`config.mk`:
```
export PLATFORM = sky130hd
export DESIGN_NAME = edge_event_arbiter
export DESIGN_NICKNAME = d
export VERILOG_FILES = /design/src/rtl/edge_event_arbiter.sv
export SDC_FILE = /design/constraint.sdc
export NUM_CORES = 1
export LEC_CHECK = 0
export BUFFER_PORTS_ARGS = -buffer_cell sky130_fd_sc_hd__buf_2
export CAP_MARGIN = 20
export CORE_MARGIN = 2
export CORE_UTILIZATION = 45
export CTS_CLUSTER_SIZE = 25
export DETAILED_ROUTE_END_ITERATION = 10
export PLACE_DENSITY = 0.66
export SYNTH_ARGS = -nofsm -noshare
export SYNTH_HDL_FRONTEND = slang
export SYNTH_SLANG_ARGS = --single-unit
```
`constraint.sdc`:
```
create_clock -name clk -period 3.9 [get_ports clk]
set_input_delay 0.195 -clock clk [delete_from_list [all_inputs] [get_ports clk]]
set_output_delay 0.195 -clock clk [all_outputs]
set_load 0.01 [all_outputs]
```
`src/rtl/edge_event_arbiter.sv`:
```
// Multi-channel rising-edge front end: synchronisers, Moore edge FSMs,
// pending-event latches and a round-robin valid/ready event port.
module edge_event_arbiter #(
  parameter int N_CH        = 4,
  parameter int SYNC_STAGES = 2,
  localparam int IDX_W      = $clog2(N_CH)
) (
  input  logic             clk,
  input  logic             reset,
  input  logic [N_CH-1:0]  level,
  input  logic [N_CH-1:0]  enable,
  input  logic             evt_ready,
  output logic             evt_valid,
  output logic [IDX_W-1:0] evt_ch,
  output logic [N_CH-1:0]  pending,
  output logic             overrun,
  input  logic             overrun_clr
);

  typedef enum logic [1:0] {
    ZERO = 2'd0,
    EDGE = 2'd1,
    ONE  = 2'd2
  } state_t;

  logic [N_CH-1:0]  sync_q [SYNC_STAGES];
  logic [N_CH-1:0]  s;
  logic [N_CH-1:0]  tick;
  logic [N_CH-1:0]  set;
  logic [N_CH-1:0]  gnt;
  logic [N_CH-1:0]  gnt_eff;
  logic [N_CH-1:0]  pend_nxt;
  logic [IDX_W-1:0] gnt_idx;
  logic [IDX_W-1:0] cand;
  logic [IDX_W-1:0] ptr;
  logic             found;
  logic             slot_free;
  logic             load;
  logic             ovr_set;

  always_ff @(posedge clk) begin
    if (reset) begin
      for (int j = 0; j < SYNC_STAGES; j++)
        sync_q[j] <= '0;
    end else begin
      sync_q[0] <= level;
      for (int j = 1; j < SYNC_STAGES; j++)
        sync_q[j] <= sync_q[j-1];
    end
  end

  assign s = sync_q[SYNC_STAGES-1];

  for (genvar i = 0; i < N_CH; i++) begin : g_ch
    state_t st;

    always_ff @(posedge clk) begin
      if (reset) begin
        st <= ZERO;
      end else begin
        unique case (st)
          ZERO: if (s[i]) st <= EDGE;
          EDGE: st <= s[i] ? ONE : ZERO;
          ONE:  if (!s[i]) st <= ZERO;
          default: st <= ZERO;
        endcase
      end
    end

    assign tick[i] = (st == EDGE);
  end

  assign set       = tick & enable;
  assign slot_free = !evt_valid || evt_ready;

  // Round-robin search starts just after the last granted channel.
  always_comb begin
    gnt     = '0;
    gnt_idx = '0;
    found   = 1'b0;
    cand    = '0;
    for (int d = 1; d <= N_CH; d++) begin
      cand = IDX_W'((int'(ptr) + d) % N_CH);
      if (!found && pending[cand]) begin
        found        = 1'b1;
        gnt_idx      = cand;
        gnt[cand]    = 1'b1;
      end
    end
  end

  assign load     = slot_free && found;
  assign gnt_eff  = load ? gnt : '0;
  // A new tick outranks the grant clear; disabling drops the event.
  assign pend_nxt = ((pending & ~gnt_eff) | set) & enable;
  assign ovr_set  = |(set & pending & ~gnt_eff);

  always_ff @(posedge clk) begin
    if (reset) begin
      pending   <= '0;
      overrun   <= 1'b0;
      evt_valid <= 1'b0;
      evt_ch    <= '0;
      ptr       <= IDX_W'(N_CH - 1);
    end else begin
      pending <= pend_nxt;
      if (ovr_set)
        overrun <= 1'b1;
      else if (overrun_clr)
        overrun <= 1'b0;
      if (slot_free) begin
        evt_valid <= found;
        if (found) begin
          evt_ch <= gnt_idx;
          ptr    <= gnt_idx;
        end
      end
    end
  end

endmodule
```
Word level (Yosys, flattened, before mapping)
Memory sizes are Yosys's and may differ from the RTL's.
Index checks and enable logic that the tools add are counted.

cells by class
  mux-type cells = 52
  equality and inequality tests = 16
  reductions and logical operators = 24
  bitwise gates (word level) = 12
  magnitude comparators = 8
  add/sub/neg operators = 4

operator list
  operator             number
  $mux 2               16
  $mux 4               7
  $pmux 2 s3           4
  $and 4x4->4          5
  $mux 1               17
  $ne 2x2->1 const B   8
  $or 4x4->4           4
  $lt 2x3->1 const B   4
  $reduce_and 2->1     5
  $bmux 1 s2           4
  $demux 1 s2          4
  $eq 2x1->1 const B   4
  $eq 2x2->1 const B   4
  $ge 2x1->1 const B   4
  $logic_and 1x1->1    8
  $logic_not 2->1      4
  $add 2x1->2 const B  2
  $add 2x2->2 const B  2
  $logic_not 1->1      4
  $not 4->4            1
  $reduce_or 4->1      1
  $or 1x1->1           2
  $reduce_bool 2->1    1
  $logic_or 1x1->1     1

word-level totals
  logic and storage cells = 126
  output and inout bits = 8
  register bits after elaboration = 18
  RAM bits = 8
  bits of input ports = 12
  memories = 1

memories
  memory  depth  bits a word  rd ports  clocked after memory_dff  wr ports  line  RTL
  sync_q  2      4            2         0                         2         26    logic [N_CH-1:0] sync_q [SYNC_STAGES];

Longest topological paths before layout
  depth after elaboration = 19
  depth in mapped cells = 12
  mapped depth without buffers = 8

Worst setup path before layout
OpenSTA, ideal clock, no wires.

  path type = register to register
  start = reg ptr[0]
  end = reg overrun
  data required time = 3.823 ns
  arrival = 3.088 ns
  setup time = 0.077 ns
  period minus slack after synthesis = 3.165 ns
  buffers on the path = 4
  setup slack = 0.735 ns
  cell stages (with the launch flop) = 13
  cell sequence = dfxtp_1 buf_2 clkbuf_1 inv_1 ha_1 buf_2 mux4_2 or3_4 or2_4 nand2_4 buf_8 o21ai_1 a41oi_2

on the way
  cells in the longest elaborated chain, start to end = 19
  elaborated cells between the ends (all ways) = 56
  those cells by class = add/sub: 4; order compare: 8; mux: 26; bitwise: 5; reduce/logical: 13

ends and longest elaborated chain
  what                                                                 line  RTL
  from (decl)                                                          35    logic [IDX_W-1:0] ptr;
  from (signal assigned)                                               104   ptr <= IDX_W'(N_CH - 1);
  from (signal assigned)                                               115   ptr <= gnt_idx;
  parallel branches: the longest is 14 deep, another holds $lt 2x3->1  n/a
  $mux 4 *                                                             93    assign gnt_eff = load ? gnt : '0;
  $not 4->4 *                                                          96    assign ovr_set = |(set & pending & ~gnt_eff);
  $and 4x4->4 *                                                        96
  $reduce_or 4->1 *                                                    96
  $mux 1 or $reduce_bool 2->1 (tied branches)                          n/a
  to (signal assigned)                                                 101   overrun <= 1'b0;
  to (signal assigned)                                                 108   overrun <= 1'b1;
  to (signal assigned)                                                 110   overrun <= 1'b0;
  to (decl)                                                            16    output logic overrun,

Every way passes the cells marked *. The select of a mux whose other input is x is not followed.
A chain may end at the register's enable or synchronous reset.

Worst setup path in the final report
  start = reg ptr[1]
  end = reg overrun

The elaborated chain is that of the path after synthesis.

==> flow_summary.toml <==
[run_status]
run_status = "finished clean"

[yosys]
synth_seq_area_share = 0.339
count_of_different_cell_masters_after_synthesis = 40
synth_simple_gate_area_share = 0.261
post_synthesis_share_of_cell_area_spent_on_xor_and_xnor_gates = 0
mappedNetlistArea_um2 = 1530
ys_dominant_reg_cell = "sky130_fd_sc_hd__dfxtp_1"
synth_top_family_by_area = "simple AND/OR/NAND/NOR gates"
synth_fp_nets = 189
synth_compound_gate_area_share = 0.197
synth_async_sr_flop_share = 0
synth_edf_count = 0
post_syn_instances = 169
syn_avg_cell_area_um2 = 9.08
ys_ff_latch = 26
muxShareOfSynthArea = 0.0930
synthesis.yosys.warnings = 0
post_synth_fa_ha_maj_area_fraction = 0.0653

[sta]
achievable_frequency_mhz = 345
post_route_clock_skew_ps = 4.77
hold_viol_final = 0
tns_ps = 0
fin_ws_ps = 1000
slew_headroom = 0.740
period_minus_slack_ps = 2900
hold_slack_ps = 84.7
pin_slew_with_the_least_headroom_to_its_limit_ps = 380
period_share = 0.743
setup-violations-final = 0
grt_setup_unrepaired = "no"
slew_viol_final = 0

[routing]
post_drt_wl_per_cell_um = 14.0
drt_iter0_markers = 75
average_vias_per_placed_instance = 5.69
first_pass_iters = 4
route.met2.wl_mm = 1.63
routed_wl_mm = 3.22
wl_met1_mm = 1.44
route.vias.total = 1304
antenna_violating_nets_post_route = 0
maxUsedRoutingLayer = "met4"
met3WireLength_um = 108
drcViolationCount = 0

[floorplan]
start_util = 0.463
floorplan.rows = 21
dieWidth_um = 62.4
fp.dieArea_um2 = 3890
ports_placed_on_the_boundary = 20
die_span_y_um = 62.4
core-area_um2 = 3310

[clocking]
cts_buffer_depth = 2
cts_inserted_buffers = 3
holdBufCountCts = 0
clock-sinks = 26
cts_tree = "built"
clk_latency_ps = 310
h_tree_level_count = 1
cts.root.buffer_cell = "sky130_fd_sc_hd__clkbuf_4"
clk_pin_slew_worst_paths_ps = 120
postCtsResizedCells = 0
postCtsSetupRepairBufs = 0

[layout]
layout.cells.most_common_list = "26 x sky130_fd_sc_hd__dfxtp_1, 22 x sky130_fd_sc_hd__nand2b_1, 19 x sky130_fd_sc_hd__buf_2"
finalNonFillerCells = 229
finish.net_count = 205
post-route-util = 0.505
final_area_um2 = 1670
syn_to_layout_area_delta_pct = 8.97
layout.cells.most_common = "sky130_fd_sc_hd__dfxtp_1"
antenna_cells = 0
fraction_of_layout_cells_with_a_size_suffix_above_1 = 0.202

[critical_path]
timing.critical_path.slowest_cell_delay_ps = 590
worstPathBufferInverterCount = 2
worst_ep_required_time_ps = 4090
crit_path_end_kind = "flop"
worstReg2RegStart = "ptr[1]$_SDFFE_PP1P_"
path_class = "flop to flop"
timing.critical_path.arrival_ps = 3090
critical_path_peak_fanout = 13
rr_worst_depth = 9
crit-reg2reg-capture = "overrun$_SDFFE_PP0P_"
cpLargestDelayFamily = "multiplexers"
critical-path-slowest-cell = "sky130_fd_sc_hd__mux4_2"
critical_path.startpoint_type = "flop"
rrSetupSlack_ps = 1000
crit_path_cell_trace = "buf_4 -> inv_1 -> ha_1 -> mux4_2 -> nor2b_1 -> nor3b_4 -> a211oi_1 -> a221oi_1 -> a41oi_2"

[global_route]
first_global_vias = 1210
globalRouteTotalUtil = 0.173
grt-ovfl-total = 0
antenna_found_initial = 0
grt_start_max_net_pins = 25
grt_first_pass_wirelength_mm = 5.46

[power]
p_sw_uw = 129
post-layout-total-power_uw = 480
seqPwrFrac = 0.584
switching_share = 0.269
pwrdens_nw_per_um2 = 287
intPower_uw = 351
p_leak_nw = 0.644
worst_ir_drop_vdd_mv = 0.165
power.clock.fraction = 0.221
pwr-share-comb = 0.195

[placed_design]
place_worst_setup_slack_ps = 1020
io_buffer_count = 19
placed_area_um2 = 1650
post-dp-hpwl_mm = 2.36
dp.cells = 226
gp_congestion = 0.818

[hold_path]
whs_path_depth = 2
hold_class = "input pin to flop"
worstHoldStart = "level[0]"
hold-path-endpoint = "sync_q[0][0]$_SDFF_PP0_"

[flow_run]
cap_violations = 0
-- area by class of cell --
class / instances / area (um^2)
clock buffer: 3 / 22.5
tap: 46 / 57.6
inverter: 4 / 15.0
multi-input combinational: 129 / 946
fill: 332 / 1640
sequential: 26 / 520
timing repair buffer: 21 / 110
-- how the worst max path moves through the flow --
stage                        start                   end  slack (ps)  depth (start not counted)
2_1_floorplan  ptr[0]$_SDFFE_PP1P_  overrun$_SDFFE_PP0P_         740                         12
3_3_place_gp   ptr[1]$_SDFFE_PP1P_  overrun$_SDFFE_PP0P_        1160                          9
3_5_place_dp   ptr[1]$_SDFFE_PP1P_  overrun$_SDFFE_PP0P_        1020                          9
4_1_cts        ptr[1]$_SDFFE_PP1P_  overrun$_SDFFE_PP0P_        1010                          9
5_1_grt        ptr[1]$_SDFFE_PP1P_  overrun$_SDFFE_PP0P_         810                          9
6_report       ptr[1]$_SDFFE_PP1P_  overrun$_SDFFE_PP0P_        1000                          9
-- cell usage after synthesis (2+ instances only) --
library cell | count | area share
sky130_fd_sc_hd__mux2_2 | 2 | 0.015
sky130_fd_sc_hd__nor2b_1 | 12 | 0.049
sky130_fd_sc_hd__mux4_2 | 4 | 0.059
sky130_fd_sc_hd__nor3b_1 | 2 | 0.0098
sky130_fd_sc_hd__nand2b_1 | 22 | 0.090
sky130_fd_sc_hd__a221oi_1 | 2 | 0.011
sky130_fd_sc_hd__buf_2 | 3 | 0.0098
sky130_fd_sc_hd__clkbuf_1 | 6 | 0.015
sky130_fd_sc_hd__a211oi_1 | 2 | 0.0098
sky130_fd_sc_hd__nor2_1 | 7 | 0.017
sky130_fd_sc_hd__a221o_1 | 2 | 0.013
sky130_fd_sc_hd__o21ai_1 | 5 | 0.016
sky130_fd_sc_hd__o21ai_0 | 3 | 0.0098
sky130_fd_sc_hd__inv_1 | 4 | 0.0098
sky130_fd_sc_hd__o22ai_1 | 3 | 0.012
sky130_fd_sc_hd__nand2_1 | 9 | 0.022
sky130_fd_sc_hd__mux2i_1 | 3 | 0.020
sky130_fd_sc_hd__a21oi_1 | 18 | 0.059
sky130_fd_sc_hd__ha_1 | 8 | 0.065
sky130_fd_sc_hd__a22oi_1 | 2 | 0.0098
sky130_fd_sc_hd__a31o_1 | 2 | 0.011
sky130_fd_sc_hd__dfxtp_1 | 26 | 0.34
sky130_fd_sc_hd__nor3_1 | 5 | 0.016
-- flip-flops by register name, indices dropped and copies added, names as in the netlist --
name / cells
ptr: 2
evt_valid: 1
overrun: 1
sync_q: 8
g_ch.st: 8
evt_ch: 2
pending: 4
-- power by group through the flow --
stage               combinational [mW]  sequential [mW]  clock, mW
floorplan                       0.0693            0.288          0
global placement                0.0881            0.286          0
detailed placement              0.0926            0.286          0
CTS                             0.0931            0.280      0.113
global route                     0.104            0.282      0.120
finish                          0.0936            0.281      0.106
-- cell families after synthesis --
kind of cell    count (synthesis)
compound gates                 46
flops                          26
mux                             9
simple gates                   66
buf+inv                        14
fa+ha+maj                       8
-- routing by layer --
metal / up-vias / GRT usage
met5: - / 0
met4: 0 / 0.0556
met3: 5 / 0.0252
met2: 31 / 0.300
met1: 633 / 0.221
li1: 635 / -
No activity file was read; power rests on OpenSTA's default activity.
